`config.mk`:
```
export PLATFORM = sky130hd
export DESIGN_NAME = sid_filter_seq
export DESIGN_NICKNAME = d
export VERILOG_FILES = /design/src/rtl/sid_pkg.sv /design/src/rtl/sid_filter_state_ram.sv /design/src/rtl/sid_filter_seq.sv
export SDC_FILE = /design/constraint.sdc
export NUM_CORES = 1
export LEC_CHECK = 0
export CORE_MARGIN = 2
export CORE_UTILIZATION = 30
export DETAILED_ROUTE_END_ITERATION = 12
export HOLD_SLACK_MARGIN = 0.12
export PLACE_DENSITY_LB_ADDON = 0.1
export SETUP_SLACK_MARGIN = 0.05
export SLEW_MARGIN = 15
export SYNTH_ARGS = -nofsm -noshare
export SYNTH_HDL_FRONTEND = slang
export SYNTH_SLANG_ARGS = --single-unit
```
`constraint.sdc`:
```
create_clock -name clk -period 5.4 [get_ports clk]
set_input_delay 1.35 -clock clk [delete_from_list [all_inputs] [get_ports clk]]
set_output_delay 1.35 -clock clk [all_outputs]
set_load 0.005 [all_outputs]
```
`src/rtl/sid_pkg.sv`:
```
`default_nettype none
// ============================================================================
//  Module   : sid (package)
//  Brief    : Shared types and constants for the sid filter datapath and
//             its sequencer / state store.
//  Revision : 1.0 - initial release
// ============================================================================
package sid;

   // Signed 24-bit sample / integrator word
   typedef logic signed [23:0] s24_t;

   // Filter integrator state, 72 bits, passed around bit-exact
   typedef struct packed {
      s24_t vlp;
      s24_t vbp;
      s24_t vhp;
   } filter_v_t;

   // Sequencer FSM states
   typedef enum logic [1:0] {
      IDLE = 2'd0,
      RUN  = 2'd1,
      WB   = 2'd2
   } filter_seq_state_t;

   // Filter stage range walked once per chip
   localparam logic [2:0] STAGE_FIRST = 3'd1;
   localparam logic [2:0] STAGE_LAST  = 3'd7;

   // Width of a chip index; never narrower than one bit
   function automatic int idx_width(input int n);
      return (n > 1) ? $clog2(n) : 1;
   endfunction

endpackage
`default_nettype wire

```
`src/rtl/sid_filter_state_ram.sv`:
```
`default_nettype none
// ============================================================================
//  Module   : sid_filter_state_ram
//  Brief    : Per-chip filter state register file. One asynchronous read
//             port, one synchronous write port, synchronous clear of all
//             entries and asynchronous reset to zero.
//  Revision : 1.0 - initial release
// ============================================================================
module sid_filter_state_ram
   import sid::*;
#(
   parameter int NUM_SIDS = 2,
   parameter int IDX_W    = 1
)(
   input  logic             clk,
   input  logic             rst_n,
   input  logic             i_clear,
   input  logic             i_we,
   input  logic [IDX_W-1:0] i_waddr,
   input  filter_v_t        i_wdata,
   input  logic [IDX_W-1:0] i_raddr,
   output filter_v_t        o_rdata
);

   filter_v_t r_mem [NUM_SIDS];

   // Storage: clear wins over a simultaneous write
   always_ff @(posedge clk or negedge rst_n) begin
      if (!rst_n) begin
         for (int i = 0; i < NUM_SIDS; i++) r_mem[i] <= '0;
      end else if (i_clear) begin
         for (int i = 0; i < NUM_SIDS; i++) r_mem[i] <= '0;
      end else if (i_we) begin
         r_mem[i_waddr] <= i_wdata;
      end
   end

   // Asynchronous read so the addressed state is visible in the same cycle
   always_comb begin
      o_rdata = r_mem[i_raddr];
   end

endmodule
`default_nettype wire

```
`src/rtl/sid_filter_seq.sv`:
```
`default_nettype none
// ============================================================================
//  Module   : sid_filter_seq
//  Brief    : Sequencer for the time-multiplexed sid filter. Per SID-cycle
//             tick it walks stages 1..7 plus a writeback cycle for each
//             emulated chip, feeds the stored integrator state, writes back
//             the updated state and publishes per-chip audio samples.
//  Revision : 1.0 - initial release
// ============================================================================
module sid_filter_seq
   import sid::*;
#(
   parameter  int NUM_SIDS = 2,
   localparam int IDX_W    = idx_width(NUM_SIDS)
)(
   input  logic                  clk,
   input  logic                  rst_n,
   input  logic                  start,
   input  logic                  clear,
   output logic [2:0]            stage,
   output logic [IDX_W-1:0]      sid_idx,
   output filter_v_t             state_o,
   input  filter_v_t             state_i,
   input  s24_t                  audio_i,
   output s24_t [NUM_SIDS-1:0]   audio_o,
   output logic                  audio_valid,
   output logic                  busy,
   output logic                  overrun
);

   localparam logic [IDX_W-1:0] c_LAST_IDX = IDX_W'(NUM_SIDS - 1);

   filter_seq_state_t    r_state;
   filter_seq_state_t    w_state_nxt;
   logic [2:0]           r_stage;
   logic [2:0]           w_stage_nxt;
   logic [IDX_W-1:0]     r_idx;
   logic [IDX_W-1:0]     w_idx_nxt;
   logic                 w_wb_we;
   logic                 w_publish;
   logic                 w_overrun_set;
   logic                 r_audio_valid;
   logic                 r_overrun;
   s24_t                 r_pending [NUM_SIDS];
   s24_t [NUM_SIDS-1:0]  r_audio;

   // FSM state, stage counter and chip index registers
   always_ff @(posedge clk or negedge rst_n) begin
      if (!rst_n) begin
         r_state <= IDLE;
         r_stage <= 3'd0;
         r_idx   <= '0;
      end else begin
         r_state <= w_state_nxt;
         r_stage <= w_stage_nxt;
         r_idx   <= w_idx_nxt;
      end
   end

   // Next-state logic; clear aborts everything and drops a coincident start
   always_comb begin
      w_state_nxt = r_state;
      w_stage_nxt = r_stage;
      w_idx_nxt   = r_idx;
      w_wb_we     = 1'b0;
      w_publish   = 1'b0;
      if (clear) begin
         w_state_nxt = IDLE;
         w_stage_nxt = 3'd0;
         w_idx_nxt   = '0;
      end else begin
         case (r_state)
            IDLE: begin
               if (start) begin
                  w_state_nxt = RUN;
                  w_stage_nxt = STAGE_FIRST;
                  w_idx_nxt   = '0;
               end
            end
            RUN: begin
               if (r_stage == STAGE_LAST) begin
                  w_state_nxt = WB;
                  w_stage_nxt = 3'd0;
               end else begin
                  w_stage_nxt = r_stage + 3'd1;
               end
            end
            WB: begin
               w_wb_we = 1'b1;
               if (r_idx == c_LAST_IDX) begin
                  w_state_nxt = IDLE;
                  w_stage_nxt = 3'd0;
                  w_idx_nxt   = '0;
                  w_publish   = 1'b1;
               end else begin
                  w_state_nxt = RUN;
                  w_stage_nxt = STAGE_FIRST;
                  w_idx_nxt   = r_idx + 1'b1;
               end
            end
            default: begin
               w_state_nxt = IDLE;
               w_stage_nxt = 3'd0;
               w_idx_nxt   = '0;
            end
         endcase
      end
   end

   // A start that cannot be honoured because a sequence is running
   always_comb begin
      w_overrun_set = start && !clear && (r_state != IDLE);
   end

   // Sticky overrun flag, cleared only by reset
   always_ff @(posedge clk or negedge rst_n) begin
      if (!rst_n) begin
         r_overrun <= 1'b0;
      end else if (w_overrun_set) begin
         r_overrun <= 1'b1;
      end
   end

   // Pending samples collected at each chip's writeback cycle
   always_ff @(posedge clk or negedge rst_n) begin
      if (!rst_n) begin
         for (int i = 0; i < NUM_SIDS; i++) r_pending[i] <= '0;
      end else if (clear) begin
         for (int i = 0; i < NUM_SIDS; i++) r_pending[i] <= '0;
      end else if (w_wb_we) begin
         r_pending[r_idx] <= audio_i;
      end
   end

   // Publish: the last chip's sample bypasses pending since it lands on the same edge
   always_ff @(posedge clk or negedge rst_n) begin
      if (!rst_n) begin
         r_audio       <= '0;
         r_audio_valid <= 1'b0;
      end else begin
         r_audio_valid <= w_publish;
         if (w_publish) begin
            for (int i = 0; i < NUM_SIDS; i++) begin
               r_audio[i] <= (IDX_W'(i) == r_idx) ? audio_i : r_pending[i];
            end
         end
      end
   end

   sid_filter_state_ram #(
      .NUM_SIDS (NUM_SIDS),
      .IDX_W    (IDX_W)
   ) u_state_ram (
      .clk     (clk),
      .rst_n   (rst_n),
      .i_clear (clear),
      .i_we    (w_wb_we),
      .i_waddr (r_idx),
      .i_wdata (state_i),
      .i_raddr (r_idx),
      .o_rdata (state_o)
   );

   assign stage       = r_stage;
   assign sid_idx     = r_idx;
   assign audio_o     = r_audio;
   assign audio_valid = r_audio_valid;
   assign busy        = (r_state != IDLE);
   assign overrun     = r_overrun;

endmodule
`default_nettype wire

```
## Word-level counts from Yosys, hierarchy flattened

Index checks and enable logic that the tools add are counted.

| cells by class | value |
|---|---|
| bitwise operators | 1 |
| add/subtract/negate cells | 2 |
| reduce and logical (&&, ||, !) cells | 9 |
| equal/unequal tests | 6 |
| mux-type cells | 34 |
| order comparisons | 2 |

Operators with widths:

| cell | count |
|---|---|
| 144-bit 2-to-1 mux | 2 |
| 72-bit 2-to-1 mux | 4 |
| 144-bit bitwise mux | 1 |
| 48-bit 2-to-1 mux | 2 |
| 72-bit demux with 1-bit select | 1 |
| 24-bit 2-to-1 mux | 3 |
| 48-bit bitwise mux | 1 |
| 24-bit demux with 1-bit select | 1 |
| 1-bit 2-to-1 mux | 10 |
| 3-bit 2-to-1 mux | 3 |
| 3-bit case mux with 3 select lines | 1 |
| 2-bit 2-to-1 mux | 3 |
| 3-bit inequality test (second input constant) | 2 |
| 2-bit case mux with 3 select lines | 1 |
| 2-bit AND reduction | 2 |
| 2-bit nonzero test | 2 |
| 3-bit by 1-bit adder with 3-bit output (second input constant) | 1 |
| 3-bit == test (second input constant) | 1 |
| 1-bit logical AND | 3 |
| 1-bit case mux with 3 select lines | 1 |
| 2-bit by 1-bit == test with 1-bit output (second input constant) | 1 |
| 2-bit == test (second input constant) | 1 |
| 2-bit >= comparator (second input constant) | 1 |
| 2-bit logical NOT | 1 |
| other kinds (5) | 5 |

| storage, ports and cells | value |
|---|---|
| flip-flop bits (word level) | 248 |
| bits of input ports | 100 |
| output and inout port bits | 127 |

## Longest topological paths before layout

| logic depth | value |
|---|---|
| depth after elaboration | 8 |
| depth in mapped cells | 8 |
| gate-level depth less buffers | 5 |

## By module

Synthesis repeated with hierarchy kept, for this count alone.

| second synthesis, totals | value |
|---|---|
| cells, all modules | 834 |
| area, all modules | 10,816.6 um^2 |

By module, submodules not included:

| module | cells an instance | seq. area each (um^2) | area each (um^2) | instances |
|---|---|---|---|---|
| sid_filter_state_ram | 629 | 3,603.5 | 7,495.9 | 1 |
| sid_filter_seq | 205 | 2,001.9 | 3,320.7 | 1 |

## Worst setup path after synthesis

OpenSTA, ideal clock, no wires.

| timing path | value |
|---|---|
| path kind | register to output |
| start | reg r_idx, in the netlist sid_idx |
| end | out state_o[10] (netlist name) |
| path slack | 2.641 ns |
| stages on the path, launching flop included | 4 |
| required time | 4.050 ns |
| data arrival time | 1.409 ns |
| cell sequence | dfrtp_1 clkbuf_1 clkbuf_1 mux2_2 |

RTL lines:

| element | RTL line | RTL |
|---|---|---|
| start, declared | sid_filter_seq.sv:37 | `logic [IDX_W-1:0] r_idx;` |
| start signal, assigned | sid_filter_seq.sv:56 | `r_idx <= w_idx_nxt;` |
| end, declared | sid_filter_seq.sv:22 | `output filter_v_t state_o,` |

==> parameters.txt <==
Parameter                              Value

Outcome
  Result of the run ... complete, no violations

Critical path
  Critical Path AT ... 2.54 ns
  Slowest cell on crit path ... dfrtp_4
  Maximum fanout along the worst path ... 34
  Data required time at the worst endpoint ... 4.05 ns
  CP top delay family ... buffers and inverters
  List of cells traversed by the critical path ... buf_4 > mux2_2 > clkdlybuf4s50_1
  Crit. End Element ... output pin
  Buffers plus inverters on the worst setup path ... 2
  Worst stage delay on the critical path ... about 0.76 ns
  Classification of the worst setup path ... reg -> out
  Kind of start point of the critical path ... flop

Synthesis
  Share of synthesized registers carrying an async set or reset ... 100.0%
  Synthesized Nets ... between 800 and 900
  Syn avg cell area ... about 12 um2
  Commonest cells in the synthesized netlist ... dfrtp_1 (224), nand2_1 (145), mux2_2 (119), a22o_1 (95), a21oi_1 (74)
  Sequential cell area fraction in the yosys report ... between 60% and 70%
  Synth Flop Type ... dfrtp_1
  Cells taking the most area after synthesis ... dfrtp_1 (61%), mux2_2 (15%), a22o_1 (9.0%)
  Cell type contributing the most total cell area after synthesis ... dfrtp_1
  Area fraction of the dominant cell type after synthesis ... between 60% and 70%
  Netlist Area Pre-Place ... slightly above 9000 um2
  Number of warnings issued by yosys ... 0
  Synth cell types ... 29
  Number of enable-type register cells in the synthesized netlist ... 0
  Mapped Cells ... about 750
  Post-synthesis sequential element count ... 224
  Library cell with the highest instance count after synthesis ... dfrtp_1

Floorplan
  Core Region ... a little over 30000 um2
  Horiz. Die Dim ... around 180 um
  Vertical extent of the die ... 179.3 um
  # IOs ... about 230
  Effective utilization at floorplan ... a little under a third
  Die Outline Area ... between 30000 and 40000 um2
  # rows ... 64

Timing
  Worst-Margin Slew ... just over 1 ns
  RSZ-0062 raised after global routing ... false
  Setup_tns ... 0 ns
  Min Clock Period, post-route ... 3.891 ns
  Final setup slack of the worst path ... 1.509 ns
  Share of the clock period used by the worst path ... about 72%
  Final setup violation count ... 0
  Final Hold Violating Endpoints ... 0
  Final setup skew ... approximately 0.010 ns
  Achievable clock frequency ... roughly 0.26 GHz
  Min Hold Slack ... ~0.48 ns
  Max-slew violation count ... 0
  Worst rel slew slack ... roughly a third

Clock network
  Maximum level of the CTS H-tree ... 1
  CTS Hold Bufs ... 0
  Post-CTS Setup Bufs ... 0
  Bufs on Longest Clock Path ... 3
  Clock Latency Late Sink ... between 0.5 and 0.6 ns
  Total CTS buffers ... 27
  Root Buffer ... clkbuf_16
  CTS tree ... built
  CTS resizes ... 0
  Clk sink count ... ~220
  Clock transition at the register clock pins on the worst setup and hold paths after CTS ... roughly 0.060 ns

Detailed routing
  Pre-antenna DRT Iters ... 4
  Vias after detailed routing ... about 6600
  Via count normalized by instance count ... approximately 4.8
  Final routed wire length divided by cell count ... about 19 um
  DR iter-0 viols ... 353
  Total wire length after detailed routing ... around 26000 um
  DRC errors left ... 0
  ANT nets after route ... 0

Job
  Max Cap Violations ... 0

Finish
  Area added between synthesis and finish ... 37.49%
  Number of fill cells in the layout ... about 3000
  Cell area after layout ... between 10000 and 15000 um2
  Util after Layout ... between 40% and 50%
  Diode insertion count for antenna repair ... 0
  Layout cells sized above 1 ... around a fifth
  Final Instance Count excl. Fillers ... about 1400
  Total number of nets in the final design ... about 1100

Power and ir drop
  Portion of total power attributed to the clock network ... between 40% and 50%
  Net switching share of the total power ... between 20% and 30%
  Max IR drop VDD ... roughly 0.18 mV
  Sw Pwr ... between 0.8 and 0.9 mW
  Power after layout ... 3.710 mW
  Static leakage power ... ~5.6 nW
  P per Cell Area ... 292.9 nW/um2
  Sequential Power Share ... 45.9%
  Portion of total power attributed to combinational logic ... under 10%
  Internal Pwr Total ... between 2 and 3 mW

Placed design
  Cell count after placement ... about 1300
  Port bufs ... approximately 230
  Cell area reported after detailed placement ... about 12000 um2
  Routability Congestion ... 0.6899
  Post-placement setup slack ... roughly 2.0 ns
  Post-DP HPWL ... ~16000 um

Global route
  Number of global-route vias before repair ... 6809
  Sum of overflow across all layers after global routing ... 0
  Pin count of the biggest net entering global routing ... 130
  GRT Overall Usage ... between 10% and 20%
  Initial antenna violation count ... 1
  Wire length of the first global-routing pass ... 39680 um

Hold path
  Worst hold path type ... reg -> reg
[worst paths after layout]
check	startpoint	to	slack (ns)	cells after the start
max	sid_idx$_DFFE_PN0P_	state_o[20]	1.51	3
min	overrun$_DFFE_PN0P_	overrun$_DFFE_PN0P_	0.48	1
max reg2reg	sid_idx$_DFFE_PN0P_	u_state_ram.r_mem[11]$_DFFE_PN0P_	2.59	5
min reg2reg	overrun$_DFFE_PN0P_	overrun$_DFFE_PN0P_	0.48	1
max in group asynchronous	rst_n	u_state_ram.r_mem[83]$_DFFE_PN0P_	3.30	2
min in group asynchronous	rst_n	u_state_ram.r_mem[104]$_DFFE_PN0P_	0.90	1
[per-layer routing]
layer	part of all wire [%]	vias to the layer above	wire length [um]	GRT usage, %
li1	-	3056	-	-
met2	45	205	11560	23.91
met3	6.2	40	1611	3.626
met4	2.5	2	650	4.335
met5	0.050	-	13	0
met1	47	3291	12050	22.59
[cell families after synthesis]
logic type | after synthesis | synth area share (%)
and+or+nand+nor | 162 | 7.021
muxes | 121 | 14.77
buffers and inverters | 69 | 3.571
DFF | 224 | 60.84
adders and majority gates | 2 | 0.2715
AOI/OAI and AO/OA | 175 | 13.53
[state kept, by name, summed over array words and instances (netlist names)]
| name | flops |
|---|---|
| u_state_ram.r_mem | 144 |
| audio_o | 48 |
| r_pending | 24 |
| stage | 3 |
| r_state | 2 |
| audio_valid | 1 |
| overrun | 1 |
| sid_idx | 1 |
[power groups by stage]
| stage | sequential, mW | combinational, mW | clock (mW) |
|---|---|---|---|
| finish | 1.70 | 0.205 | 1.80 |
| detailed placement | 1.73 | 0.211 | 0 |
| CTS | 1.70 | 0.212 | 1.86 |
| floorplan | 1.73 | 0.0421 | 0 |
| global route | 1.70 | 0.224 | 1.92 |
| global placement | 1.73 | 0.212 | 0 |
[layout make-up]
type	count	area, um2	area share [%]
Clock buffer	42	822.0	6.489
Clock inverter	8	75.07	0.5926
Inverter	1	3.754	0.02963
Multi-Input combinational cell	460	3296	26.01
Sequential cell	224	5609	44.28
Tap cell	396	495.5	3.911
Timing Repair Buffer	238	2367	18.69
[cell usage in the layout (no fill, tap or decap), drive strengths merged]
cell	count
ha	2
dfrtp	224
a21o	1
nor4b	1
clkdlybuf4s50	224
mux2	120
o21ai	1
a21oi	74
buf	14
a31o	1
bufinv	1
nand2b	2
clkbuf	42
a22oi	2
mux2i	1
nand2	145
and2	1
nand3b	2
or3b	1
inv	3
nor2	5
o21a	1
or2	1
nor3	3
a22o	95
and3b	1
clkinv	5
Power figures use the tool's default switching activity.
